==> src/rtl/lfu_tracker.sv <==
// ============================================================================
// lfu_tracker
// ----------------------------------------------------------------------------
// Least-frequently-used tag tracker. Each request (tag) is looked up against a
// small fully-associative table; the tracker reports hit/miss and which entry
// was used. On a miss against a full table it evicts the entry with the
// lowest frequency count (ties go to the lowest index). Counters saturate.
//
// Optional feature (compile-time macro LFU_DECAY_EN):
//   defined     -> every tick pulse halves all frequency counters (aging).
//                  A tick that arrives while the tracker is busy is remembered
//                  in decay_pending and serviced as soon as it returns to IDLE.
//   not defined -> tick is ignored and counters only saturate.
//
// Ports:
//   clock           in   system clock
//   rst             in   synchronous, active-high reset
//   tick            in   one-cycle aging pulse
//   req_valid       in   access request present
//   req_ready       out  tracker can accept a request this cycle
//   req_tag         in   tag being accessed
//   resp_valid      out  one-cycle pulse, response fields valid
//   resp_hit        out  1 = tag was resident
//   resp_index      out  entry hit or filled
//   resp_evict      out  1 = a valid entry was replaced
//   resp_evict_tag  out  tag removed when resp_evict=1
//
// Timing: request accepted at the edge ending cycle T, lookup in T+1,
// resp_valid in T+2, req_ready again in T+3.
// ============================================================================
module lfu_tracker #(
    parameter int ENTRIES = 4,
    parameter int TAG_W   = 8,
    parameter int CNT_W   = 4,
    localparam int IDX_W  = $clog2(ENTRIES)
) (
    input  logic             clock,
    input  logic             rst,
    input  logic             tick,
    input  logic             req_valid,
    output logic             req_ready,
    input  logic [TAG_W-1:0] req_tag,
    output logic             resp_valid,
    output logic             resp_hit,
    output logic [IDX_W-1:0] resp_index,
    output logic             resp_evict,
    output logic [TAG_W-1:0] resp_evict_tag
);

    localparam logic [CNT_W-1:0] CNT_MAX = '1;
    localparam logic [CNT_W-1:0] CNT_ONE = {{(CNT_W-1){1'b0}}, 1'b1};

`ifdef LFU_DECAY_EN
    typedef enum logic [1:0] {IDLE, LOOKUP, RESP, DECAY} state_t;
`else
    typedef enum logic [1:0] {IDLE, LOOKUP, RESP} state_t;
`endif

    state_t state;
    state_t state_nxt;

    logic [TAG_W-1:0] lat_tag;

    // Table storage
    logic             ent_valid [ENTRIES];
    logic [TAG_W-1:0] ent_tag   [ENTRIES];
    logic [CNT_W-1:0] ent_cnt   [ENTRIES];

    // Lookup results (combinational, used only in LOOKUP)
    logic             hit_found;
    logic [IDX_W-1:0] hit_idx;
    logic             free_found;
    logic [IDX_W-1:0] free_idx;
    logic [IDX_W-1:0] victim_idx;
    logic [CNT_W-1:0] victim_cnt;

    logic accept;

`ifdef LFU_DECAY_EN
    logic decay_pending;
`else
    // tick has no function in this build; keep it visibly consumed.
    logic unused_tick;
    assign unused_tick = tick;
`endif

    // ------------------------------------------------------------------------
    // Handshake
    // ------------------------------------------------------------------------
`ifdef LFU_DECAY_EN
    assign req_ready = (state == IDLE) && !decay_pending && !tick;
`else
    assign req_ready = (state == IDLE);
`endif

    assign accept     = req_valid && req_ready;
    assign resp_valid = (state == RESP);

    // ------------------------------------------------------------------------
    // FSM state register
    // ------------------------------------------------------------------------
    // NOTE: sequential state uses non-blocking (<=) so every register samples
    // pre-edge values; combinational blocks use blocking (=).
    always_ff @(posedge clock) begin
        if (rst) begin
            state <= IDLE;
        end else begin
            state <= state_nxt;
        end
    end

    // ------------------------------------------------------------------------
    // FSM next state
    // ------------------------------------------------------------------------
    // NOTE: every variable written here gets a default first so no path
    // leaves it unassigned, which would otherwise infer a latch.
    always_comb begin
        state_nxt = state;
        case (state)
            IDLE: begin
`ifdef LFU_DECAY_EN
                if (tick || decay_pending) begin
                    state_nxt = DECAY;
                end else
`endif
                if (accept) begin
                    state_nxt = LOOKUP;
                end
            end
            LOOKUP:  state_nxt = RESP;
            RESP:    state_nxt = IDLE;
`ifdef LFU_DECAY_EN
            DECAY:   state_nxt = IDLE;
`endif
            default: state_nxt = IDLE;
        endcase
    end

`ifdef LFU_DECAY_EN
    // ------------------------------------------------------------------------
    // Pending aging request. A tick in IDLE goes straight to DECAY (and any
    // pending request is consumed there), so the flag only ever gets set by
    // ticks that arrive while the tracker is busy. Several such ticks collapse
    // into one decay.
    // ------------------------------------------------------------------------
    always_ff @(posedge clock) begin
        if (rst) begin
            decay_pending <= 1'b0;
        end else if (state == IDLE) begin
            decay_pending <= 1'b0;
        end else if (tick) begin
            decay_pending <= 1'b1;
        end
    end
`endif

    // ------------------------------------------------------------------------
    // Request tag latch
    // ------------------------------------------------------------------------
    always_ff @(posedge clock) begin
        if (rst) begin
            lat_tag <= '0;
        end else if (state == IDLE && accept) begin
            lat_tag <= req_tag;
        end
    end

    // ------------------------------------------------------------------------
    // Lookup: first matching valid entry, first invalid entry, and the
    // minimum-count entry. Scanning upward with strict comparisons keeps the
    // lowest index on duplicates and ties.
    // ------------------------------------------------------------------------
    always_comb begin
        hit_found  = 1'b0;
        hit_idx    = '0;
        free_found = 1'b0;
        free_idx   = '0;
        victim_idx = '0;
        victim_cnt = ent_cnt[0];
        for (int i = 0; i < ENTRIES; i++) begin
            if (!hit_found && ent_valid[i] && (ent_tag[i] == lat_tag)) begin
                hit_found = 1'b1;
                hit_idx   = IDX_W'(i);
            end
            if (!free_found && !ent_valid[i]) begin
                free_found = 1'b1;
                free_idx   = IDX_W'(i);
            end
            if (ent_cnt[i] < victim_cnt) begin
                victim_cnt = ent_cnt[i];
                victim_idx = IDX_W'(i);
            end
        end
    end

    // ------------------------------------------------------------------------
    // Table and response registers
    // ------------------------------------------------------------------------
    // NOTE: the table is a handful of flops, not a RAM, and reset must leave
    // it empty so that no stale tag can hit; hence every entry is reset.
    always_ff @(posedge clock) begin
        if (rst) begin
            for (int i = 0; i < ENTRIES; i++) begin
                ent_valid[i] <= 1'b0;
                ent_tag[i]   <= '0;
                ent_cnt[i]   <= '0;
            end
            resp_hit       <= 1'b0;
            resp_index     <= '0;
            resp_evict     <= 1'b0;
            resp_evict_tag <= '0;
        end else begin
            case (state)
                LOOKUP: begin
                    if (hit_found) begin
                        if (ent_cnt[hit_idx] != CNT_MAX) begin
                            ent_cnt[hit_idx] <= ent_cnt[hit_idx] + CNT_ONE;
                        end
                        resp_hit   <= 1'b1;
                        resp_index <= hit_idx;
                        resp_evict <= 1'b0;
                    end else if (free_found) begin
                        ent_valid[free_idx] <= 1'b1;
                        ent_tag[free_idx]   <= lat_tag;
                        ent_cnt[free_idx]   <= CNT_ONE;
                        resp_hit            <= 1'b0;
                        resp_index          <= free_idx;
                        resp_evict          <= 1'b0;
                    end else begin
                        ent_tag[victim_idx] <= lat_tag;
                        ent_cnt[victim_idx] <= CNT_ONE;
                        resp_hit            <= 1'b0;
                        resp_index          <= victim_idx;
                        resp_evict          <= 1'b1;
                        resp_evict_tag      <= ent_tag[victim_idx];
                    end
                end
`ifdef LFU_DECAY_EN
                DECAY: begin
                    // Aging touches counts only; valid bits and tags stay.
                    for (int i = 0; i < ENTRIES; i++) begin
                        ent_cnt[i] <= ent_cnt[i] >> 1;
                    end
                end
`endif
                default: ;
            endcase
        end
    end

endmodule
==> config.mk <==
export PLATFORM = sky130hd
export DESIGN_NAME = lfu_tracker
export DESIGN_NICKNAME = d
export VERILOG_FILES = /design/src/rtl/lfu_tracker.sv
export SDC_FILE = /design/constraint.sdc
export NUM_CORES = 1
export LEC_CHECK = 0
export CORE_UTILIZATION = 26
export DETAILED_ROUTE_END_ITERATION = 8
export SKIP_CTS_REPAIR_TIMING = 1
export SYNTH_ARGS = -nofsm -noshare
export SYNTH_HDL_FRONTEND = slang
export SYNTH_SLANG_ARGS = --single-unit
==> constraint.sdc <==
create_clock -name clock -period 13.6 [get_ports clock]
set_input_delay 1.36 -clock clock [delete_from_list [all_inputs] [get_ports clock]]
set_output_delay 1.36 -clock clock [all_outputs]
set_load 0.02 [all_outputs]
==> flow_summary.yaml <==
global_routing:
  grt_pass1_wl_mm: 16.3
  grt_pass1_vias: 3201
  grt_usage_pct: 12.6
  grt_max_degree: 35
  grt_overflow: 0
  antenna_found_initial: 0
critical_path:
  crit_fanout: 12
  crit_buf_inv: 4
  r2r_start: "ent_cnt[0][1]"
  worstSetupPathType: "reg2reg"
  cp.depth: 21
  cp-end-kind: "register"
  r2r_cells: 21
  crit_end: "ent_tag[2][1]"
  reg2reg_setup_slack_ns: 8.33
  r2r_end: "ent_tag[2][1]"
  required_ns: 13.59
  cp_cell_sequence: "inv_1 -> ha_1 -> a2111oi_0 -> a21oi_1 -> buf_4 -> mux2i_1 -> ha_1 -> a21oi_1 -> o21bai_1 -> o21ai_0 -> o31ai_1 -> ha_1 -> a2111oi_0 -> o21a_1 -> a21oi_1 -> buf_4 -> o211ai_1 -> a31oi_1 -> o211ai_1 -> buf_4 -> nand2b_1"
  max_stage_delay_ns: 0.50
  start_kind: "register"
  critPathArrivalTime_ns: 5.26
  slowest_stage: "a31oi_1"
  crit_path_start: "ent_cnt[0][1]"
  cp_top_family: "compound AO/OA/AOI/OAI gates"
sta:
  setup_viol: 0
  finalSetupTns_ns: 0
  min_period_ns: 5.27
  clock_skew_ns: 0.00776
  slew_headroom_pct: 17.6
  max_freq_mhz: 190
  rsz0062_at_grt: "no"
  worst_slew_pin_slew_ns: 1.23
  slew_viol_final: 0
  fin_crit_sh_pct: 38.8
  hold_viol: 0
routing:
  wl_met3_um: 562
  vias_per_cell: 4.83
  wl_mm: 10.1
  routed.top_layer: "met4"
  ant_nets: 0
  routedWlPerCell_um: 15.0
  drt_first_pass_iters: 4
  first_iter_violations: 213
  met1Wirelength_mm: 4.82
  route.detailed.drc: 0
  vias: 3253
  wl_met2_mm: 4.53
cts:
  clkLatencyLatePin_ns: 0.33
  cts_tree: "done"
  cts_root_buffer: "clkbuf_16"
  cts.sinks: 74
  ctsHtreeMaxLevel: 3
  clockBufferDepth: 2
  clk_pin_slew_worst_paths_ns: 0.06
  cts_buffers: 9
synthesis:
  synth-warning-count: 0
  seq_area_frac_synth_pct: 46.8
  synth_area_leaders: "edfxtp_1 37%, dfxtp_1 10%, xnor2_1 5.5%"
  synth-edff-count: 52
  ys.flop_type: "edfxtp_1"
  synth.top_cells.by_count: "53 x nor2_1, 52 x edfxtp_1, 47 x nand2_1, 27 x xnor2_1"
  ys_ff_latch: 74
  yosys.area.top_type: "edfxtp_1"
  synth_top_area_share_pct: 36.5
  synth_area_mm2: 0.00428
  synth.most_common_cell: "nor2_1"
  synth_fp_nets: 455
  async_flop_share_pct: 0
  synth.distinct_cells: 55
  syn_inst: 431
  avgSynthCellArea_um2: 9.92
placement:
  port_buffers: 24
  dpl.hpwl_mm: 7.69
  gp_congestion: 0.872
floorplan:
  start_util_pct: 26.8
  dieArea_mm2: 0.0170
  rows: 46
  die_w_um: 130
  die-height_um: 130
  coreArea_mm2: 0.0159
  ios: 26
final_layout:
  antenna_cells: 0
  final_core_util_pct: 31.4
  area_growth_pct: 17.2
  drive_gt1_share_pct: 8.97
  nets: 476
min_path:
  hold_path_class: "reg2reg"
power:
  peakVddDrop_mv: 0.0728
  p_leak_uw: 0.00181
  power_density_mw_per_mm2: 116
run_status:
  run_status: "finished clean"
run:
  maxCapViolCount: 0
[placed cells by master, fill, tap and decap left out, types with 8 or more instances in the layout]
cell             Yosys  layout
nor2_1              53      53
a211oi_1            10      10
o21ai_0             15      15
ha_1                12      12
clkdlybuf4s50_1      0      24
nand2_1             47      47
nand2b_1             9       9
a21oi_1             22      22
inv_1               22      22
mux2i_1             19      19
clkbuf_16            0       9
edfxtp_1            52      52
xnor2_1             27      27
dfxtp_1             22      22
nor3_1               8       8
[worst min-delay path, cell delays in order (launching register included)]
cell and delay [ns]:
dfxtp_1 0.33, nor2_1 0.05, nor2_1 0.07
[registers in the layout, summed over array words and instances (netlist names)]
| signal | flops |
|---|---|
| ent_tag | 32 |
| ent_cnt | 16 |
| lat_tag | 8 |
| resp_evict_tag | 8 |
| ent_valid | 4 |
| resp_index | 2 |
| state | 2 |
| resp_evict | 1 |
| resp_hit | 1 |
[how the worst min path moves through the flow]
stage | depth (start not counted) | start | endpoint
floorplan | 2 | resp_hit | resp_hit
global placement | 2 | resp_hit | resp_hit
detailed placement | 2 | resp_hit | resp_hit
CTS | 2 | resp_hit | resp_hit
global route | 2 | resp_hit | resp_hit
finish | 2 | resp_hit | resp_hit
[through the flow]
stage	std cells	area (um^2)	total power [uW]	worst slack (ns)	hold slack, ns
after floorplan	431	4280	328	8.88	0.555
after global placement	657	4710	349	8.47	0.462
after detailed placement	657	4710	352	8.35	0.466
after CTS	673	5010	587	8.33	0.492
after global routing	673	5010	605	7.85	0.503
final	673	5010	582	8.33	0.480
[final cells by class]
| cell class | count | area [um^2] |
|---|---|---|
| flip-flops and latches | 74 | 2000 |
| clock inverters | 4 | 51.3 |
| clock buffers | 12 | 246 |
| well taps | 216 | 270 |
| fillers | 1654 | 10900 |
| repair buffers | 31 | 293 |
| multi-input cells | 314 | 2070 |
| inverters | 22 | 82.6 |
[routing by layer]
metal | track usage [%] | vias to the layer above
met5 | 0 | -
met4 | 5.75 | 0
met3 | 2.26 | 16
met2 | 20.3 | 102
met1 | 16.5 | 1545
li1 | - | 1590
[cell families (layout without fill, tap and decap cells)]
family,Yosys count,after routing,share of synthesized area (%)
AO/OA/AOI/OAI,89,89,14.5
XOR/XNOR,33,33,7.81
adder cells (fa/ha/maj),12,12,3.51
buffers and inverters,43,69,4.83
flip-flops,74,74,46.8
multiplexers,19,19,4.45
AND/OR/NAND/NOR,161,161,18.1
[power by group]
part           switching [uW]  internal [uW]
combinational            47.6           35.2
sequential               12.5            252
clock                    87.8            147
No activity file was read; power rests on OpenSTA's default activity.
==> variant, RTL diff (same flow settings) <==
Build with the macro `LFU_DECAY_EN` defined.
--- a/src/rtl/lfu_tracker.sv
+++ b/src/rtl/lfu_tracker.sv
@@ -28,6 +28,8 @@
 // Timing: request accepted at the edge ending cycle T, lookup in T+1,
 // resp_valid in T+2, req_ready again in T+3.
 // ============================================================================
+`define LFU_DECAY_EN
+
 module lfu_tracker #(
     parameter int ENTRIES = 4,
     parameter int TAG_W   = 8,
Function: changed (a bounded check fails within 4 cycles, from zero or initial values and one cycle with rst high).
==> variant against the original RTL <==
Critical path depth shrank 4. Count of clock-buffer cells in the layout rose by 2. Sequential cell count is 1 higher. Clock skew about the same. Worst setup slack worse by 1.3 ns. Sequential share of layout area decreased by 0.21 points. Design area increased by 1.5%. Wire length increased by 9.4%. Via count is 4.4% higher. Power rose by 1.9%. Synthesized area up 3.0%. Critical path type unchanged. Critical endpoint is now ent_tag[1][0].
==> variant: results (changes against the original RTL) <==
top cells by area, synth edfxtp_1 (35%), dfxtp_1 (10%), mux2i_1 (4.8%); post-synthesis sequential area ratio 45.9% (-0.90 points); static leakage 1.96 nW (+8.1%); Max VDD drop 72.3 uV (-0.62%); via count 3395 (+4.4%); syn avg cell area 9.78 um2 (-1.4%); CP max FO 20 (+8); post-detail-place hpwl 8.81 mm (+15%); Post-synth top cells edfxtp_1 (52), nor2_1 (51), nand2_1 (47); DP Area 4810 um2 (+1.9%); Slew HR 28.6% (+11 points); Multi-input gate area 2150 um2 (+4.2%); combinational power 0.0000982 W (+19%); DRT iter0 DRCs 264 (+24%); WL met3 602 um (+7.1%); met1 Track Usage GR 15.6% (-0.94 points); Place WS 7.14 ns (-1.21 ns); met2 usage 23.1% (+2.8 points); layout cells sized above 1 8.15% (-0.82 points); Syn Nets 474 (+4.2%); worst path arrival time 6.50 ns (+1.24 ns); Sw Share 27.2% (+1.8 points); status finished clean; TritonRoute pass-1 iters 5 (+1); library cells used by synthesis 62 (+13%); fin nets 485 (+1.9%); Clock power frac 37.8% (-2.5 points); WL met1 4.55 mm (-5.6%); Largest stage delay, worst path 0.89 ns (+0.39 ns)
-- variant: cell types whose count changed after synthesis, moves of 3 or more --
| cell | unedited run | this run |
|---|---|---|
| xnor2_2 | 6 | 0 |
| nand2b_1 | 9 | 2 |
| o21ai_0 | 15 | 19 |
| nor2b_1 | 2 | 5 |
| xor2_1 | 0 | 23 |
| a21oi_1 | 22 | 10 |
| nor3b_1 | 6 | 0 |
| nor3_1 | 8 | 21 |
| o211ai_1 | 5 | 9 |
| nand3_1 | 3 | 7 |
| clkbuf_1 | 8 | 12 |
| xnor2_1 | 27 | 11 |
| o21ai_1 | 1 | 8 |
| buf_2 | 6 | 11 |
-- variant: final timing paths --
kind	start	end	slack (ns)	cells past startpoint
worst max-delay path	ent_cnt[1][2]	ent_tag[1][0]	7.06	17
worst min-delay path	resp_evict_tag[7]	resp_evict_tag[7]	0.50	2
worst max register to register	ent_cnt[1][2]	ent_tag[1][0]	7.06	17
worst min register to register	resp_evict_tag[7]	resp_evict_tag[7]	0.50	2
-- variant: cell type report --
class | instances | area share, %
Clock buffer | 14 | 5.38
Clock inverter | 2 | 0.172
Inverter | 22 | 1.62
Multi-Input combinational cell | 325 | 42.3
Sequential cell | 75 | 39.7
Tap cell | 220 | 5.41
Timing Repair Buffer | 28 | 5.36
-- variant: kinds of logic (layout without fill, tap and decap cells) --
group / Yosys count / count (layout) / synth area share (%)
AO/OA/AOI/OAI: 86 / 86 / 14.0
AND/OR/NAND/NOR: 170 / 170 / 19.5
flip-flops: 75 / 75 / 45.9
multiplexers: 23 / 23 / 5.29
adder cells (fa/ha/maj): 12 / 12 / 3.41
XOR/XNOR: 34 / 34 / 6.76
buffers and inverters: 50 / 66 / 5.17
